## src/rtl/display_mode_ctrl.sv

```systemverilog
// ---------------------------------------------------------------------------
// display_mode_ctrl
//
// Display-mode sequencer for the stopwatch/timer board. Owns the mode FSM that
// chooses what the output selector shows (blank, stopwatch, countdown timer or
// a stored lap value) and a small lap buffer whose currently selected entry is
// presented on mem. A countdown expiry forces a temporary ALARM view that is
// left again on any button press or after ALARM_CYC cycles, returning to the
// view that was active before the alarm.
//
// Ports:
//   clk            system clock, rising edge
//   rst            synchronous reset, active-high
//   mode_btn       1-cycle pulse, advance display mode
//   lap_btn        1-cycle pulse, store stopwatch value (stopwatch view only)
//   recall_btn     1-cycle pulse, step to next lap entry (recall view only)
//   clear_btn      1-cycle pulse, erase lap buffer (recall view only)
//   timer_done     1-cycle pulse, countdown timer expired
//   stopwatch      current stopwatch value
//   output_select  selector code: 0 blank, 1 stopwatch, 2 timer, 3 memory
//   mem            lap entry at mem_idx
//   mem_idx        index of the displayed lap entry
//   lap_count      number of valid lap entries
//   alarm          high while the alarm view is active
// ---------------------------------------------------------------------------
module display_mode_ctrl #(
   parameter int W         = 12,
   parameter int DEPTH     = 4,
   parameter int ALARM_CYC = 1000
) (
   input  logic                         clk,
   input  logic                         rst,
   input  logic                         mode_btn,
   input  logic                         lap_btn,
   input  logic                         recall_btn,
   input  logic                         clear_btn,
   input  logic                         timer_done,
   input  logic [W-1:0]                 stopwatch,
   output logic [1:0]                   output_select,
   output logic [W-1:0]                 mem,
   output logic [$clog2(DEPTH)-1:0]     mem_idx,
   output logic [$clog2(DEPTH+1)-1:0]   lap_count,
   output logic                         alarm
);

   localparam int IW = $clog2(DEPTH);
   localparam int CW = $clog2(DEPTH + 1);
   localparam int AW = $clog2(ALARM_CYC + 1);

   typedef enum logic [2:0] {
      ST_OFF    = 3'd0,
      ST_SW     = 3'd1,
      ST_TMR    = 3'd2,
      ST_RECALL = 3'd3,
      ST_ALARM  = 3'd4
   } state_t;

   state_t          state;
   state_t          state_n;
   state_t          saved;
   state_t          saved_n;
   logic [AW-1:0]   alarm_cnt;
   logic [AW-1:0]   alarm_cnt_n;
   logic [CW-1:0]   lap_count_n;
   logic [IW-1:0]   mem_idx_n;
   logic [W-1:0]    lap_buf [DEPTH];
   logic            buf_wr;
   logic            buf_clr;
   logic            any_btn;
   logic            alarm_done;
   logic            buf_full;
   logic            idx_last;

   // Helper conditions. idx_last is evaluated in the wider lap_count domain
   // so that "last valid entry" compares correctly even when the buffer is
   // completely full and lap_count no longer fits in the index width.
   always_comb begin
      any_btn    = mode_btn | lap_btn | recall_btn | clear_btn;
      alarm_done = (alarm_cnt == AW'(ALARM_CYC - 1));
      buf_full   = (lap_count == CW'(DEPTH));
      idx_last   = ((CW'(mem_idx) + CW'(1)) == lap_count);
   end

   // Next-state logic. Exactly one event is honoured per cycle, chosen by
   // the fixed priority timer_done > clear > mode > lap/recall; whatever
   // lower-priority pulses arrive alongside it are simply dropped, even when
   // the winning pulse has no effect in the current state. While the alarm
   // is showing, every button press only acknowledges it. A repeated
   // timer_done during the alarm restarts the hold time but keeps the view
   // saved on the first expiry, so the alarm always returns to a real mode.
   always_comb begin
      state_n     = state;
      saved_n     = saved;
      alarm_cnt_n = alarm_cnt;
      lap_count_n = lap_count;
      mem_idx_n   = mem_idx;
      buf_wr      = 1'b0;
      buf_clr     = 1'b0;

      if (timer_done) begin
         if (state != ST_ALARM) begin
            saved_n = state;
         end
         state_n     = ST_ALARM;
         alarm_cnt_n = '0;
      end else if (state == ST_ALARM) begin
         if (any_btn || alarm_done) begin
            state_n     = saved;
            alarm_cnt_n = '0;
         end else begin
            alarm_cnt_n = alarm_cnt + AW'(1);
         end
      end else if (clear_btn) begin
         if (state == ST_RECALL) begin
            state_n     = ST_OFF;
            lap_count_n = '0;
            mem_idx_n   = '0;
            buf_clr     = 1'b1;
         end
      end else if (mode_btn) begin
         case (state)
            ST_OFF: state_n = ST_SW;
            ST_SW:  state_n = ST_TMR;
            ST_TMR: begin
               if (lap_count == '0) begin
                  state_n = ST_OFF;
               end else begin
                  state_n   = ST_RECALL;
                  mem_idx_n = '0;
               end
            end
            ST_RECALL: state_n = ST_OFF;
            default:   state_n = state;
         endcase
      end else if (lap_btn) begin
         if (state == ST_SW && !buf_full) begin
            buf_wr      = 1'b1;
            lap_count_n = lap_count + CW'(1);
         end
      end else if (recall_btn) begin
         if (state == ST_RECALL) begin
            mem_idx_n = idx_last ? '0 : mem_idx + IW'(1);
         end
      end
   end

   // Control registers: mode, the mode to return to after an alarm, the
   // alarm hold counter, the lap fill level and the displayed lap index.
   always_ff @(posedge clk) begin
      if (rst) begin
         state     <= ST_OFF;
         saved     <= ST_OFF;
         alarm_cnt <= '0;
         lap_count <= '0;
         mem_idx   <= '0;
      end else begin
         state     <= state_n;
         saved     <= saved_n;
         alarm_cnt <= alarm_cnt_n;
         lap_count <= lap_count_n;
         mem_idx   <= mem_idx_n;
      end
   end

   // Lap storage. New laps always land at the current fill level, so the
   // oldest lap sits at entry 0. Clearing zeroes every entry so a cleared
   // buffer shows 0 on mem rather than stale lap times.
   always_ff @(posedge clk) begin
      for (int i = 0; i < DEPTH; i++) begin
         if (rst || buf_clr) begin
            lap_buf[i] <= '0;
         end else if (buf_wr && (lap_count == CW'(i))) begin
            lap_buf[i] <= stopwatch;
         end
      end
   end

   // Output decode straight from the state register. The alarm view shows
   // the timer (code 2) with the alarm flag raised; mem is a plain read of
   // the registered buffer at the registered index.
   always_comb begin
      output_select = 2'd0;
      case (state)
         ST_OFF:    output_select = 2'd0;
         ST_SW:     output_select = 2'd1;
         ST_TMR:    output_select = 2'd2;
         ST_RECALL: output_select = 2'd3;
         ST_ALARM:  output_select = 2'd2;
         default:   output_select = 2'd0;
      endcase
      alarm = (state == ST_ALARM);
      mem   = lap_buf[mem_idx];
   end

endmodule

```

## config.mk

```make
export PLATFORM = sky130hd
export DESIGN_NAME = display_mode_ctrl
export DESIGN_NICKNAME = d
export VERILOG_FILES = /design/src/rtl/display_mode_ctrl.sv
export SDC_FILE = /design/constraint.sdc
export NUM_CORES = 1
export LEC_CHECK = 0
export CAP_MARGIN = 20
export CELL_PAD_IN_SITES_DETAIL_PLACEMENT = 0
export CELL_PAD_IN_SITES_GLOBAL_PLACEMENT = 1
export CORE_MARGIN = 3
export CORE_UTILIZATION = 45
export DETAILED_ROUTE_END_ITERATION = 6
export HOLD_SLACK_MARGIN = 0.03
export PLACE_DENSITY_LB_ADDON = 0.1
export REMOVE_ABC_BUFFERS = 1
export SLEW_MARGIN = 20
export SYNTH_ARGS = -nofsm -noshare
export SYNTH_HDL_FRONTEND = slang
export SYNTH_SLANG_ARGS = --single-unit
```

## constraint.sdc

```tcl
create_clock -name clk -period 2.69 [get_ports clk]
set_input_delay 0.269 -clock clk [delete_from_list [all_inputs] [get_ports clk]]
set_output_delay 0.269 -clock clk [all_outputs]
set_load 0.01 [all_outputs]
```

==> results.tsv <==
metric	value	unit
outcome	complete, no violations	
htreeDepth	3	
path_class	register to primary output	
hpwl	4.52	mm
fin_crit_sh	0.830	
synth_xor_area_frac	0.0281	
slew_headroom	0.601	
crit_fanout	12	
tightest_slew	598	ps
setup-tns-final	0	ps
p_comb_frac	0.069	
fin_area	4200	sq um
p_sw_frac	0.219	
ys_ff_latch	71	
die_area	8720	sq um
first_iter_violations	100	
worstRegToRegCells	6	
synth_commonest_cells	49 x and2_1, 48 x edfxtp_1, 23 x dfxtp_1	
p_int	1790	uW
clk_pin_slew_worst_paths	70	ps
clock-root-buffer	clkbuf_8	
synthTopCellsByArea	edfxtp_1 42%, dfxtp_1 13%, and2_1 8.9%	
finalHoldViolCount	0	
insertion_delay	330	ps
grt_overflow	0	
fp.dieW	93.4	um
wl_met2	3.29	mm
syn_to_final_growth	22.3	%
synth-compound-area-share	0.0554	
setup_viol	0	
fmax	0.448	GHz
wl	6.58	mm
core_area	7330	sq um
stdcell_count	433	
start_kind	register	
yosysTopAreaCell	edfxtp_1	
track_usage	0.164	
endpoint_kind	primary output	
min_to	saved[2]	
grt_pass1_wl	10.9	mm
synth_top_area_frac	0.420	
synth_edf_count	48	
gp_congestion	0.743	
dpl_worst_slack	351	ps
grt_pass1_vias	2161	
synth-async-reset-ratio	0	
synthMuxAreaShare	0.0903	
synth_top_family_by_area	simple AND/OR/NAND/NOR gates	
p_per_area	547	nW/um^2
dr_wl_met3	269	um
synth_area_per_cell	12.4	sq um
drive_above_1_share	0.150	
p_switching	503	uW
holdCritStartpoint	saved[2]	
vias	2173	
die_h	93.4	um
post_drt_wl_per_cell	15.2	um
yosysMostFrequentCell	and2_1	
initial_core_util	0.469	
clockPowerShare	0.411	
ys.flop_type	edfxtp_1	
p_leak	0.00148	uW
seq_power_share	0.520	
worst_clock_skew	5.04	ps
cts_resized	0	
r2r-end	mem_idx[1]	
rsz0062_at_grt	no	
r2r_slack	490	ps
min_period	2230	ps
final_antenna_net_count	0	
antenna_cells	0	
io-pin-count	39	
cts_tree	done	
placed_cell_area	3980	sq um
topRoutingLayerUsed	met4	
r2r_start	lap_count[0]	
crit_arrival	1960	ps
rows	31	
placed_cells	417	
grt_max_degree	14	
required	2420	ps
clk_path_buf_depth	2	
synth_seq_area_share	0.554	
nets	355	
grt_antenna_before_repair	0	
vdd_drop_max	0.360	mV
netlist_area	3430	sq um
setup_slack	457	ps
hp-class	register to register	
drt-met1-wl	2.93	mm
viasPerCell	5.02	
postCtsSetupRepairBufs	0	
yosys_warnings	0	
drv_slew	0	
cts_made_buffers	9	
synthAdderAreaFrac	0.0255	
postCtsHoldBufs	0	
fin_hold_ws	484	ps
dr.pass1.iters	4	
synth.distinct_cells	44	
hold_depth	2	
maxCapViolCount	0	
synthSimpleGateAreaFrac	0.219	
drc	0	
io_buffers	38	
syn_inst	278	
cts.sinks	71	
-- cells by family (layout without fill, tap and decap cells) --
kind of cell,Yosys count,after routing
simple gates,127,127
fa+ha+maj,7,7
buf+inv,20,76
mux,16,16
compound gates,26,26
xor+xnor,11,11
flops,71,71
-- stage by stage --
step,total power [uW],utilization
2_1_floorplan,1290,-
3_3_place_gp,1380,0.543
3_5_place_dp,1380,0.543
4_1_cts,2320,0.573
5_1_grt,2370,0.573
6_report,2300,0.573
-- critical path, cell delays in order, from the launching register on --
cell and delay (ps):
dfxtp_1 320, buf_4 260, mux4_2 550, clkdlybuf4s50_1 490
-- placed cells by master, fill, tap and decap left out, types with 4 or more instances in the layout --
cell / instances
and2_1: 49
buf_4: 15
o21ai_1: 4
ha_1: 7
clkbuf_8: 9
mux4_2: 12
dfxtp_1: 23
edfxtp_1: 48
nand2_1: 19
xor2_1: 4
nand2b_1: 5
inv_1: 6
nand3_1: 9
mux2i_1: 4
a21oi_1: 5
nor2_1: 17
clkdlybuf4s50_1: 38
xnor2_1: 7
nand4_1: 5
-- registers in the layout, summed over array words and instances, names as in the netlist, named ones only --
register,flops
lap_buf,48
state,3
saved,3
alarm_cnt,10
mem_idx,2
lap_count,3
-- worst max-delay path by stage --
stage | startpoint | endpoint | slack, ps | depth (start not counted)
5_1_grt | lap_count[0] | mem_idx[1] | 330 | 6
6_report | register | mem[7] | 460 | 3
3_5_place_dp | clear_btn | lap_buf[1][4] | 350 | 5
2_1_floorplan | lap_count[0] | lap_buf[0][0] | 270 | 5
4_1_cts | register | mem[9] | 400 | 3
3_3_place_gp | clear_btn | lap_buf[1][3] | 390 | 5
-- metal layers --
layer | GRT usage | vias to the layer above
met5 | 0 | -
met4 | 0.0549 | 0
met3 | 0.0418 | 7
met2 | 0.270 | 51
met1 | 0.211 | 1010
li1 | - | 1105
-- final cells by class --
cell class	instances	area [sq um]
Tap cell	99	124
Fill cell	600	3130
Clock inverter	6	92.6
Multi-Input combinational cell	187	1440
Clock buffer	10	128
Sequential cell	71	1900
Inverter	7	26.3
Timing Repair Buffer	53	493
-- power by group through the flow --
stage          sequential, uW  combinational, uW  clock (uW)
2_1_floorplan            1220               68.2           0
4_1_cts                  1200                161         967
5_1_grt                  1200                172        1000
3_5_place_dp             1220                160           0
6_report                 1190                159         944
3_3_place_gp             1220                160           0
(Power assumes the default switching activity.)
